[config.mk]
export PLATFORM = sky130hd
export DESIGN_NAME = dblock_rule_writer_flat
export DESIGN_NICKNAME = d
export VERILOG_FILES = /design/src/rtl/dblock_rule_writer_if.sv /design/src/rtl/dblock_rule_writer.sv /design/src/flat_wrapper.sv
export SDC_FILE = /design/constraint.sdc
export NUM_CORES = 1
export LEC_CHECK = 0
export ABC_AREA = 1
export CAP_MARGIN = 20
export CORE_AREA = 2 2 119 98
export DETAILED_ROUTE_END_ITERATION = 6
export DIE_AREA = 0 0 121 100
export PLACE_DENSITY = 0.82
export RECOVER_POWER = 25
export SYNTH_ARGS = -nofsm -noshare
export SYNTH_HDL_FRONTEND = slang
export SYNTH_SLANG_ARGS = --single-unit
export TNS_END_PERCENT = 30
[constraint.sdc]
create_clock -name clk -period 3.1 [get_ports clk]
set_input_delay 0.62 -clock clk [delete_from_list [all_inputs] [get_ports clk]]
set_output_delay 0.62 -clock clk [all_outputs]
set_load 0.01 [all_outputs]
[src/rtl/dblock_rule_writer_if.sv]
// Command channel of the DBLOCK rule writer: one rule-group update per valid/ready transfer.
// Rule r occupies value/mask bits [r*kw_size +: kw_size]; en[r] gates the whole rule.
interface dblock_rule_writer_if #(
    parameter int kw_size = 5,
    parameter int D       = 64,
    parameter int GW      = $clog2(D / 8)
);
    logic                   cmd_valid;
    logic                   cmd_ready;
    logic [GW-1:0]          cmd_group;
    logic [8*kw_size-1:0]   cmd_value;
    logic [8*kw_size-1:0]   cmd_mask;
    logic [7:0]             cmd_en;

    modport master (
        output cmd_valid, cmd_group, cmd_value, cmd_mask, cmd_en,
        input  cmd_ready
    );

    modport slave (
        input  cmd_valid, cmd_group, cmd_value, cmd_mask, cmd_en,
        output cmd_ready
    );
endinterface

[src/rtl/dblock_rule_writer.sv]
// Expands one eight-rule ternary group update into the 32-cycle shift sequence on a
// DBLOCK array write port (key 31 shifted first, key 0 last). All outputs registered.
module dblock_rule_writer #(
    parameter int kw_size = 5,
    parameter int D       = 64,
    parameter int GW      = $clog2(D / 8)
) (
    input  logic                 clk,
    input  logic                 rst,
    dblock_rule_writer_if.slave  cmd,
    output logic [D/8-1:0]       we,
    output logic [7:0]           rules,
    output logic                 clr,
    output logic                 busy,
    output logic                 done
);
    localparam int KW = kw_size;
    localparam int NG = D / 8;
    localparam int VW = 8 * KW;
    localparam logic [KW-1:0] KEY_MAX = '1;

    typedef enum logic [1:0] {IDLE, SHIFT, DONE} state_t;

    state_t          state_reg, state_next;
    logic [KW-1:0]   cnt_reg, cnt_next;
    logic [GW-1:0]   group_reg, group_next;
    logic [VW-1:0]   value_reg, value_next;
    logic [VW-1:0]   mask_reg, mask_next;
    logic [7:0]      en_reg, en_next;
    logic [NG-1:0]   we_reg, we_next;
    logic [7:0]      rules_reg, rules_next;
    logic            clr_reg, clr_next;
    logic            busy_reg, busy_next;
    logic            done_reg, done_next;
    logic            ready_reg, ready_next;

    logic            accept;
    logic            in_idle;
    logic [KW-1:0]   shift_key;
    logic [VW-1:0]   src_value;
    logic [VW-1:0]   src_mask;
    logic [7:0]      src_en;
    logic [7:0]      rule_bit;
    logic [NG-1:0]   grp_onehot;

    assign in_idle = (state_reg == IDLE);
    assign accept  = cmd.cmd_valid & ready_reg;

    // The key for the next registered shift cycle: 31 right after accept, then counting down.
    // In IDLE the rule bits come straight from the command so key 31 is ready at T1.
    assign shift_key = in_idle ? KEY_MAX : (cnt_reg - KW'(1));
    assign src_value = in_idle ? cmd.cmd_value : value_reg;
    assign src_mask  = in_idle ? cmd.cmd_mask  : mask_reg;
    assign src_en    = in_idle ? cmd.cmd_en    : en_reg;

    genvar gi;
    generate
        for (gi = 0; gi < 8; gi++) begin : g_rule
            assign rule_bit[gi] = src_en[gi] &
                (((shift_key ^ src_value[gi*KW +: KW]) & ~src_mask[gi*KW +: KW]) == '0);
        end
        for (gi = 0; gi < NG; gi++) begin : g_grp
            assign grp_onehot[gi] = (cmd.cmd_group == GW'(gi));
        end
    endgenerate

    always_comb begin
        state_next = state_reg;
        cnt_next   = cnt_reg;
        group_next = group_reg;
        value_next = value_reg;
        mask_next  = mask_reg;
        en_next    = en_reg;
        we_next    = '0;
        rules_next = '0;
        clr_next   = 1'b0;
        busy_next  = 1'b0;
        done_next  = 1'b0;
        ready_next = 1'b0;

        case (state_reg)
            IDLE: begin
                ready_next = 1'b1;
                if (accept) begin
                    group_next = cmd.cmd_group;
                    value_next = cmd.cmd_value;
                    mask_next  = cmd.cmd_mask;
                    en_next    = cmd.cmd_en;
                    cnt_next   = KEY_MAX;
                    state_next = SHIFT;
                    we_next    = grp_onehot;
                    rules_next = rule_bit;
                    clr_next   = 1'b1;
                    busy_next  = 1'b1;
                    ready_next = 1'b0;
                end
            end
            SHIFT: begin
                busy_next = 1'b1;
                // cnt_reg is the key currently on the port; key 0 is the last shift.
                if (cnt_reg == '0) begin
                    state_next = DONE;
                    done_next  = 1'b1;
                end else begin
                    cnt_next   = cnt_reg - KW'(1);
                    we_next    = we_reg;
                    rules_next = rule_bit;
                    clr_next   = 1'b1;
                end
            end
            DONE: begin
                state_next = IDLE;
                cnt_next   = KEY_MAX;
                ready_next = 1'b1;
            end
            default: begin
                state_next = IDLE;
                cnt_next   = KEY_MAX;
                ready_next = 1'b1;
            end
        endcase
    end

    always_ff @(posedge clk) begin
        if (rst) begin
            state_reg <= IDLE;
            cnt_reg   <= KEY_MAX;
            group_reg <= '0;
            value_reg <= '0;
            mask_reg  <= '0;
            en_reg    <= '0;
            we_reg    <= '0;
            rules_reg <= '0;
            clr_reg   <= 1'b0;
            busy_reg  <= 1'b0;
            done_reg  <= 1'b0;
            ready_reg <= 1'b1;
        end else begin
            state_reg <= state_next;
            cnt_reg   <= cnt_next;
            group_reg <= group_next;
            value_reg <= value_next;
            mask_reg  <= mask_next;
            en_reg    <= en_next;
            we_reg    <= we_next;
            rules_reg <= rules_next;
            clr_reg   <= clr_next;
            busy_reg  <= busy_next;
            done_reg  <= done_next;
            ready_reg <= ready_next;
        end
    end

    assign cmd.cmd_ready = ready_reg;
    assign we            = we_reg;
    assign rules         = rules_reg;
    assign clr           = clr_reg;
    assign busy          = busy_reg;
    assign done          = done_reg;
endmodule

[src/flat_wrapper.sv]
// flat-port wrapper written by rule: the top's interface ports become plain ports
module dblock_rule_writer_flat 
#(
    parameter int kw_size = 5,
    parameter int D       = 64,
    parameter int GW      = $clog2(D / 8)
)
  (clk, rst, we, rules, clr, busy, done, cmd_cmd_valid, cmd_cmd_group, cmd_cmd_value, cmd_cmd_mask, cmd_cmd_en, cmd_cmd_ready);
  dblock_rule_writer_if #(.kw_size(kw_size), .D(D), .GW(GW)) cmd_i ();
  input  logic clk;
  input  logic rst;
  output logic [D/8-1:0] we;
  output logic [7:0] rules;
  output logic clr;
  output logic busy;
  output logic done;
  input wire logic [$bits(cmd_i.cmd_valid)-1:0] cmd_cmd_valid;
  input wire logic [$bits(cmd_i.cmd_group)-1:0] cmd_cmd_group;
  input wire logic [$bits(cmd_i.cmd_value)-1:0] cmd_cmd_value;
  input wire logic [$bits(cmd_i.cmd_mask)-1:0] cmd_cmd_mask;
  input wire logic [$bits(cmd_i.cmd_en)-1:0] cmd_cmd_en;
  output wire logic [$bits(cmd_i.cmd_ready)-1:0] cmd_cmd_ready;
  assign cmd_i.cmd_valid = cmd_cmd_valid;
  assign cmd_i.cmd_group = cmd_cmd_group;
  assign cmd_i.cmd_value = cmd_cmd_value;
  assign cmd_i.cmd_mask = cmd_cmd_mask;
  assign cmd_i.cmd_en = cmd_cmd_en;
  assign cmd_cmd_ready = cmd_i.cmd_ready;
  dblock_rule_writer #(.kw_size(kw_size), .D(D), .GW(GW)) u_core (.clk(clk), .rst(rst), .cmd(cmd_i), .we(we), .rules(rules), .clr(clr), .busy(busy), .done(done));
endmodule
; Yosys cells after proc, flatten, opt, wreduce, memory -nomap -nowiden
; Index checks and enable logic that the tools add are counted.
[word_totals]
register_bits = 115
in_bits = 94
wordCells = 95
[classes]
n_addsub = 1
n_eq_ne = 11
muxes = 23
n_bitwise = 34
reduce_logical = 15
[ops]
columns = cell, count
row1 = $mux W40, 2
row2 = $logic_not A5 Y1, 9
row3 = $and A5 B5 Y5, 8
row4 = $mux W8, 5
row5 = $not A5 Y5, 8
row6 = $xor A5 B5 Y5, 8
row7 = $pmux W8 S2, 2
row8 = $mux W5, 3
row9 = $eq A3 B3 Y1 const B, 4
row10 = $pmux W5 S2, 1
row11 = $and A1 B1 Y1, 9
row12 = $eq A3 B2 Y1 const B, 2
row13 = $pmux W1 S2, 3
row14 = $reduce_and A2 Y1, 3
row15 = $sub A5 B1 Y5 const B, 1
row16 = $mux W1, 4
row17 = $mux W2, 2
row18 = $ne A2 B1 Y1 const B, 2
row19 = $pmux W2 S2, 1
row20 = $eq A3 B1 Y1 const B, 1
row21 = $logic_not A3 Y1, 1
row22 = $eq A2 B1 Y1 const B, 1
row23 = $logic_not A2 Y1, 1
row24 = $ne A2 B2 Y1 const B, 1
row25 = 2 further kinds, 2

; Depth between registers and ports, before layout
; Gate-level depths: netlist (run 1).
[logic_depth]
depth_word = 8
ltp_mapped = 13
mapped_depth_nobuf = 12

; Least setup slack after synthesis (run 1)
; OpenSTA, ideal clock, no wires.
[synth_timing]
kind = input to register
from = input cmd_cmd_valid
to = register u_core.mask_reg[16]
setup_time_ns = 0.128
arrival_ns = 1.501
required_ns = 2.972
path_slack_ns = 1.471
stages = 8
path_buffers = 3
path_cell_list = buf_4 > nand2_2 > nor2_4 > inv_2 > buf_2 > buf_2 > o21ai_0 > a21oi_1
[synth_via]
elab_chain_len = 2
[synth_lines]
columns = item, line
row1 = start: declaration, flat_wrapper.sv:17  ; input wire logic [$bits(cmd_i.cmd_valid)-1:0] cmd_cmd_valid;
row2 = $and A1 B1 Y1, dblock_rule_writer.sv:47  ; assign accept = cmd.cmd_valid & ready_reg;
row3 = $reduce_and A2 Y1 (no source line), --
row4 = end signal: assignment, dblock_rule_writer.sv:143  ; mask_reg <= mask_next;
row5 = end: declaration, dblock_rule_writer.sv:28  ; logic [VW-1:0] mask_reg, mask_next;
; Every way passes these cells.
; A chain may end at the register's enable or synchronous reset.

==> results of run 1 <==
==> metrics by stage <==
stage               cell area, sq um  utilization (%)  power [uW]  hold slack [ns]  std cells
finish                          7560             68.3        4670            0.457       1127
global route                    7560             68.3        4860            0.481       1127
CTS                             7580             68.4        4680            0.457       1126
detailed placement              6910             62.3        2480            0.448       1094
global placement                6910             62.3        2460            0.440       1094
floorplan                       5780                -        2210            0.430        875
==> tightest hold or removal path, delay by kind of cell, from the launching register on <==
family | cells | cell delay (ns)
buffers and inverters | 1 | 0.06
AO/OA/AOI/OAI | 1 | 0.05
flip-flops | 1 | 0.29
==> kinds of logic after synthesis <==
kind of cell,count (synthesis),synth area share [%]
xor+xnor,4,0.607
flops,115,39.9
fa+ha+maj,1,0.217
compound gates,208,19.7
buf+inv,138,10.3
simple gates,409,29.3
==> cell type report <==
type	instances	area share, %
sequential	115	30.4
timing repair buffer	123	15.9
clock inverter	9	2.28
antenna	1	0.0331
tap	148	2.45
clock buffer	23	6.58
inverter	86	4.27
multi-input combinational	622	38.0
==> cells in the final DEF, fill, tap and decap left out, drive strengths merged <==
master,count
nand4,5
clkdlybuf4s50,95
clkbuf,24
nand2,178
o21a,1
a21oi,58
o21bai,3
nor3,6
dlygate4sd3,18
inv,86
bufinv,5
buf,9
ha,1
dfxtp,115
a211oi,22
a31oi,7
nor2,148
clkinv,3
nand3,58
clkinvlp,1
o211ai,4
xor2,4
or2,14
diode,1
o21ai,110
o22ai,3
==> metal layers <==
layer,up-vias,share of wire [%],global-route usage (%)
met5,-,0,0
met4,0,1.6,10.8
met3,25,6.5,5.40
met1,2694,47,35.6
met2,209,45,39.8
li1,3020,-,-
==> worst paths after layout <==
check	to	slack (ns)	depth (start not counted)
worst max-delay path	u_core.mask_reg[39]$_SDFFE_PP0P_	0.57	5
worst min-delay path	u_core.value_reg[34]$_SDFFE_PP0P_	0.46	2
worst min register to register	u_core.value_reg[34]$_SDFFE_PP0P_	0.46	2
worst max register to register	u_core.value_reg[23]$_SDFFE_PP0P_	0.75	7
==> where the power goes <==
| group | total (uW) | internal (uW) | leakage [uW] | switching [uW] |
|---|---|---|---|---|
| clock network | 2210 | 1530 | 0.000329 | 681 |
| logic | 795 | 324 | 0.00206 | 471 |
| registers | 1670 | 1610 | 0.000948 | 59.8 |
| total | 4670 | 3460 | 0.00334 | 1210 |
==> synthesized netlist by cell type, types with 2 or more instances <==
cell	n	area, sq um
sky130_fd_sc_hd__a31oi_1	7	43.8
sky130_fd_sc_hd__buf_6	2	22.5
sky130_fd_sc_hd__a211oi_1	22	165
sky130_fd_sc_hd__nand3_1	57	285
sky130_fd_sc_hd__o21bai_1	3	22.5
sky130_fd_sc_hd__buf_2	26	130
sky130_fd_sc_hd__nor2_1	146	548
sky130_fd_sc_hd__o211ai_1	4	30.0
sky130_fd_sc_hd__nor3_1	6	30.0
sky130_fd_sc_hd__or2_1	4	25.0
sky130_fd_sc_hd__or2_2	10	62.6
sky130_fd_sc_hd__o21ai_0	95	475
sky130_fd_sc_hd__o21ai_2	2	17.5
sky130_fd_sc_hd__nor2_4	2	22.5
sky130_fd_sc_hd__clkbuf_1	16	60.1
sky130_fd_sc_hd__buf_4	5	37.5
sky130_fd_sc_hd__o21ai_1	13	65.1
sky130_fd_sc_hd__inv_1	81	304
sky130_fd_sc_hd__dfxtp_1	115	2300
sky130_fd_sc_hd__o22ai_1	3	18.8
sky130_fd_sc_hd__inv_2	5	18.8
sky130_fd_sc_hd__a21oi_1	58	290
sky130_fd_sc_hd__nand4_1	5	31.3
sky130_fd_sc_hd__xor2_1	4	35.0
sky130_fd_sc_hd__nand2_1	176	661
==> metrics.md, run 1 <==
| Metric | Value |
|---|---|
| First-pass GRT wire length | around 25000 um |
| Max-cap viol count | 0 |
| Number of warning messages in the yosys log | 0 |
| Die outline width | 121 um |
| Number of primary I/O pins | roughly 110 |
| Max-slew violation count | 0 |
| Count of hold-fix buffers inserted at cts | 0 |
| Syn Area/Cell | approximately 6.6 sq um |
| Root buffer selected by CTS | sky130_fd_sc_hd__clkbuf_16 |
| Layout filler cell count | ~900 |
| Area of the core region | 11100 sq um |
| Min setup slack post-route | 0.570 ns |
| Area of the multi-input gates | 2880 sq um |
| Slowest stage cell, crit path | sky130_fd_sc_hd__clkbuf_2 |
| Number of H-tree branching levels | 4 |
| Clock slew at the register clock pins of the worst setup and hold paths | 0.05 ns |
| Worst slack at placement | 0.458 ns |
| Total power per unit cell area | just over 600 nW/um^2 |
| WL/cell | 13.6 um |
| Outcome | completed |
| Data arrival at the endpoint of the critical path | 2.86 ns |
| Count of distinct cell types in the synthesized netlist | 33 |
| Final Setup Violations | 0 |
| Clock insertion delay at the later pin of the skew report | between 0.4 and 0.5 ns |
| Crit path from | rst |
| Proportion of layout cells with a drive suffix above 1 | 6.24% |
| Sum of overflow across all layers after global routing | 0 |
| Die outline area | 12100 sq um |
| TritonCTS clock tree | yes |
| Number of buffers on the longest clock path | 2 |
| Via density per instance | roughly 5.3 |
| CTS Buf Count | 17 |
| Post-layout nets | about 1.1k |
| Data required, critical path | 3.43 ns |
| Initial drt markers | about 600 |
| Total number of vias | between 5k and 6k |
| Maximum number of pins on one net before global-route repair | 88 |
| Buffering stage count on the worst path with inverters included | 3 |
| Routed Wire Length | 15300 um |
| Max IR drop VDD | slightly above 0.0005 V |
| Synthesized netlist net count | 970 |
| Area taken by flip-flops and latches | 2300 sq um |
| Flip-flop and latch count after synthesis | 115 |
| Kind of launch point of the worst setup path | input pin |
| Sequential area share after synthesis | 39.9% |
| Achievable frequency | around 400 MHz |
| Starting density of the core | between 50% and 60% |
| Number of failing hold endpoints at the final stage | 0 |
| First-pass iteration count of the detailed router | 6 |
| Initial antenna violation count | 1 |
| Slowest Stage Delay on Critical Path | 0.86 ns |
| Main flop type after synthesis | sky130_fd_sc_hd__dfxtp_1 |
| Kind of cell adding the most delay to the critical path | buffers and inverters |
| Critical path cell sequence | dlygate4sd3_1, inv_1, clkbuf_2, o21ai_0, a21oi_1 |
| Setup repair after global routing missed its margin | false |
| Summed instance area of the synthesized netlist | 5780 sq um |
| Tightest Hold Check Type | flop to flop |
| Number of synthesized flops with an enable pin | 0 |
| Max-slew headroom | 29.1% |
| Max Fanout on Critical Path | 58 |
| Final clock period utilization by the worst path | 81.6% |
| Number of buffers added on ports | 113 |
| Startpoint of the worst register-to-register path | u_core.state_reg[0]$_SDFFE_PP0P_ |
| Synth-to-Final Area Change | 31.0% |
| DRC errors left | 0 |
| Post-CTS Resized | 0 |
| Cells after synthesis | 875 |
| Routability Congestion | between 0.7 and 0.8 |
| Chip Height | 100 um |
| GRT Total Usage | between 20% and 30% |
| Antenna Violating Nets Remaining | 0 |
| Leakage power | about 0.0033 uW |
| FP Rows | 35 |
| HPWL Detailed | 9960 um |
| Clock Skews | 0.00839 ns |
| Hold_sp | u_core.value_reg[34]$_SDFFE_PP0P_ |
| Sink count of the clock tree | 115 |
| Tmin final | 2.53 ns |
| Slew at the pin closest to its max-slew limit | 1.06 ns |
| Sum Neg Setup Slack | 0 ns |
| Total setup buffers inserted after CTS | 0 |
| Vias in the first global route | 5385 |
| Kind of end point of the critical path | flop |
| Classification of the worst setup path | input pin to flop |
| Async set or reset register ratio after synthesis | 0% |
Note: power is estimated with default switching activity, not from simulation.
==> run 2, diff against run 1 <==
- CORE_AREA: 2 2 119 98 -> 2 2 121 100
- DIE_AREA: 0 0 121 100 -> 0 0 123 102
- PLACE_DENSITY: 0.82 -> 0.79
- clock period: 3.1 -> 2.37 ns (I/O delays scaled with it)
==> metrics.md, run 2 (synthesis results as in run 1) <==
| Metric | Value |
|---|---|
| HPWL Detailed | approximately 10000 um |
| Clock insertion delay at the later pin of the skew report | 0.42 ns |
| Hold_sp | u_core.value_reg[29]$_SDFFE_PP0P_ |
| Max IR drop VDD | 0.000557 V |
| Kind of end point of the critical path | flop |
| GRT Total Usage | around a quarter |
| Data required, critical path | 2.66 ns |
| Post-CTS Resized | 0 |
| Area of the core region | 11300 sq um |
| Kind of launch point of the worst setup path | flop |
| Sum Neg Setup Slack | 0 ns |
| Proportion of layout cells with a drive suffix above 1 | 6.70% |
| Root buffer selected by CTS | sky130_fd_sc_hd__clkbuf_16 |
| Vias in the first global route | roughly 5.4k |
| Tightest Hold Check Type | flop to flop |
| Final Setup Violations | 0 |
| Data arrival at the endpoint of the critical path | 2.34 ns |
| Max-slew violation count | 0 |
| Post-detailed-placement cell area | 6960 sq um |
| CTS Buf Count | 17 |
| Via density per instance | approximately 5.2 |
| Setup repair after global routing missed its margin | false |
| Slew at the pin closest to its max-slew limit | 0.874 ns |
| WL/cell | about 14 um |
| Total power per unit cell area | 800 nW/um^2 |
| Clock slew at the register clock pins of the worst setup and hold paths | 0.05 ns |
| Sum of overflow across all layers after global routing | 0 |
| Count of cells along the worst register-to-register path | 6 |
| Outcome | completed |
| Total number of vias | between 5k and 6k |
| FP Rows | 35 |
| First-pass GRT wire length | 25700 um |
| Routed Wire Length | about 16000 um |
| Max-cap viol count | 0 |
| Layout filler cell count | 954 |
| Final core utilization | approximately two thirds |
| Sink count of the clock tree | 115 |
| Diodes inserted | 0 |
| Antenna Violating Nets Remaining | 0 |
| Number of primary I/O pins | 114 |
| Achievable frequency | 487 MHz |
| Most frequent cells in the layout | sky130_fd_sc_hd__nand2_1, sky130_fd_sc_hd__nor2_1, sky130_fd_sc_hd__dfxtp_1 |
| Leading cell type in the layout, fill and taps excluded | sky130_fd_sc_hd__nand2_1 |
| Reg2Reg Setup Slack | between 0.3 and 0.4 ns |
| Maximum number of pins on one net before global-route repair | 88 |
| Worst slack at placement | 0.332 ns |
| Final clock period utilization by the worst path | 86.6% |
| Total setup buffers inserted after CTS | 0 |
| Startpoint of the worst register-to-register path | u_core.state_reg[1]$_SDFFE_PP0P_ |
| Clock Skews | 0.00575 ns |
| Leakage power | 0.00331 uW |
| Tmin final | 2.05 ns |
| Synth-to-Final Area Change | 31.4% |
| Routability Congestion | between 0.8 and 0.9 |
| Worst hold stages | 2 |
| Post-layout instance area | 7590 sq um |
| Classification of the worst setup path | flop to flop |
| Die outline width | about 120 um |
| Die outline area | approximately 13000 sq um |
| Min Hold Slack | 0.449 ns |
| Count of hold-fix buffers inserted at cts | 0 |
| Max Fanout on Critical Path | 46 |
| Max-slew headroom | 41.7% |
| Number of buffers on the longest clock path | 2 |
| Number of H-tree branching levels | 4 |
| Number of failing hold endpoints at the final stage | 0 |
| TritonCTS clock tree | yes |
| Min setup slack post-route | roughly 0.32 ns |
| Starting density of the core | 51.1% |
| Post-layout nets | roughly 1.1k |
| Number of buffers added on ports | 113 |
| Hold Path End | u_core.value_reg[29]$_SDFFE_PP0P_ |
| First-pass iteration count of the detailed router | 6 |
| Reg2Reg Capture Point | u_core.cnt_reg[3]$_SDFFE_PP1P_ |
| DRC errors left | 0 |
| Chip Height | ~100 um |
| Initial drt markers | 523 |
| Initial antenna violation count | 0 |
-- run 2: cell types whose count changed in the layout (fill, tap and decap cells not counted) --
cell	delta
sky130_fd_sc_hd__clkdlybuf4s50_1	+18
sky130_fd_sc_hd__clkbuf_8	-2
sky130_fd_sc_hd__buf_4	+5
sky130_fd_sc_hd__diode_2	-1
sky130_fd_sc_hd__clkinv_2	+1
sky130_fd_sc_hd__clkbuf_1	+1
sky130_fd_sc_hd__nand2_1	+1
sky130_fd_sc_hd__clkbuf_2	+1
sky130_fd_sc_hd__nand2_2	-1
sky130_fd_sc_hd__clkbuf_4	+1
sky130_fd_sc_hd__dlygate4sd3_1	-18
-- run 2: layer usage --
| metal | vias up | part of all wire, % | GRT usage (%) |
|---|---|---|---|
| li1 | 3036 | - | - |
| met1 | 2671 | 45 | 34.3 |
| met2 | 207 | 46 | 41.3 |
| met3 | 32 | 6.6 | 5.25 |
| met4 | 0 | 2.4 | 12.3 |
| met5 | - | 0 | 0 |
-- run 2: stage by stage --
step | cells | total power [uW]
5_1_grt | 1133 | 6330
2_1_floorplan | 875 | 2900
4_1_cts | 1133 | 6090
6_report | 1133 | 6070
3_5_place_dp | 1101 | 3260
3_3_place_gp | 1101 | 3250
-- run 2: worst max-delay path by stage --
stage,startpoint,endpoint,slack [ns]
after floorplan,u_core.cnt_reg[0]$_SDFFE_PP1P_,u_core.rules[7]$_SDFF_PP0_,0.75
after global placement,cmd_cmd_valid,u_core.value_reg[34]$_SDFFE_PP0P_,0.37
after detailed placement,cmd_cmd_valid,u_core.mask_reg[26]$_SDFFE_PP0P_,0.33
after CTS,u_core.cmd.cmd_ready$_SDFF_PP1_,cmd_cmd_ready,0.32
after global routing,u_core.state_reg[1]$_SDFFE_PP0P_,u_core.cnt_reg[3]$_SDFFE_PP1P_,0.15
final,u_core.state_reg[1]$_SDFFE_PP0P_,u_core.cnt_reg[3]$_SDFFE_PP1P_,0.32
-- run 2: worst max-delay path: stages, from the launching register on --
cell and delay (ns):
sky130_fd_sc_hd__dfxtp_1 0.35, sky130_fd_sc_hd__nor2_4 0.13, sky130_fd_sc_hd__clkbuf_2 0.68, sky130_fd_sc_hd__nand2_1 0.24, sky130_fd_sc_hd__o21a_1 0.27, sky130_fd_sc_hd__a21oi_1 0.16, sky130_fd_sc_hd__o21ai_0 0.09
-- run 2: power breakdown --
group          internal (uW)  leakage (uW)  switching, uW
combinational            438       0.00204            629
clock                   1940      0.000320            889
sequential              2100      0.000948           77.0
total                   4480       0.00331           1590
-- run 2: layout make-up --
| class | count | area [sq um] | area share [%] |
|---|---|---|---|
| multi-input cells | 622 | 2870 | 37.9 |
| flip-flops and latches | 115 | 2300 | 30.3 |
| repair buffers | 130 | 1250 | 16.5 |
| clock buffers | 22 | 474 | 6.25 |
| inverters | 86 | 323 | 4.25 |
| well taps | 148 | 185 | 2.44 |
| clock inverters | 10 | 178 | 2.34 |
==> run 3, diff against run 2 <==
- CAP_MARGIN: 20 -> not set
==> results of run 3 <==
Final layout, timing and power as in run 2 (identical DEF).
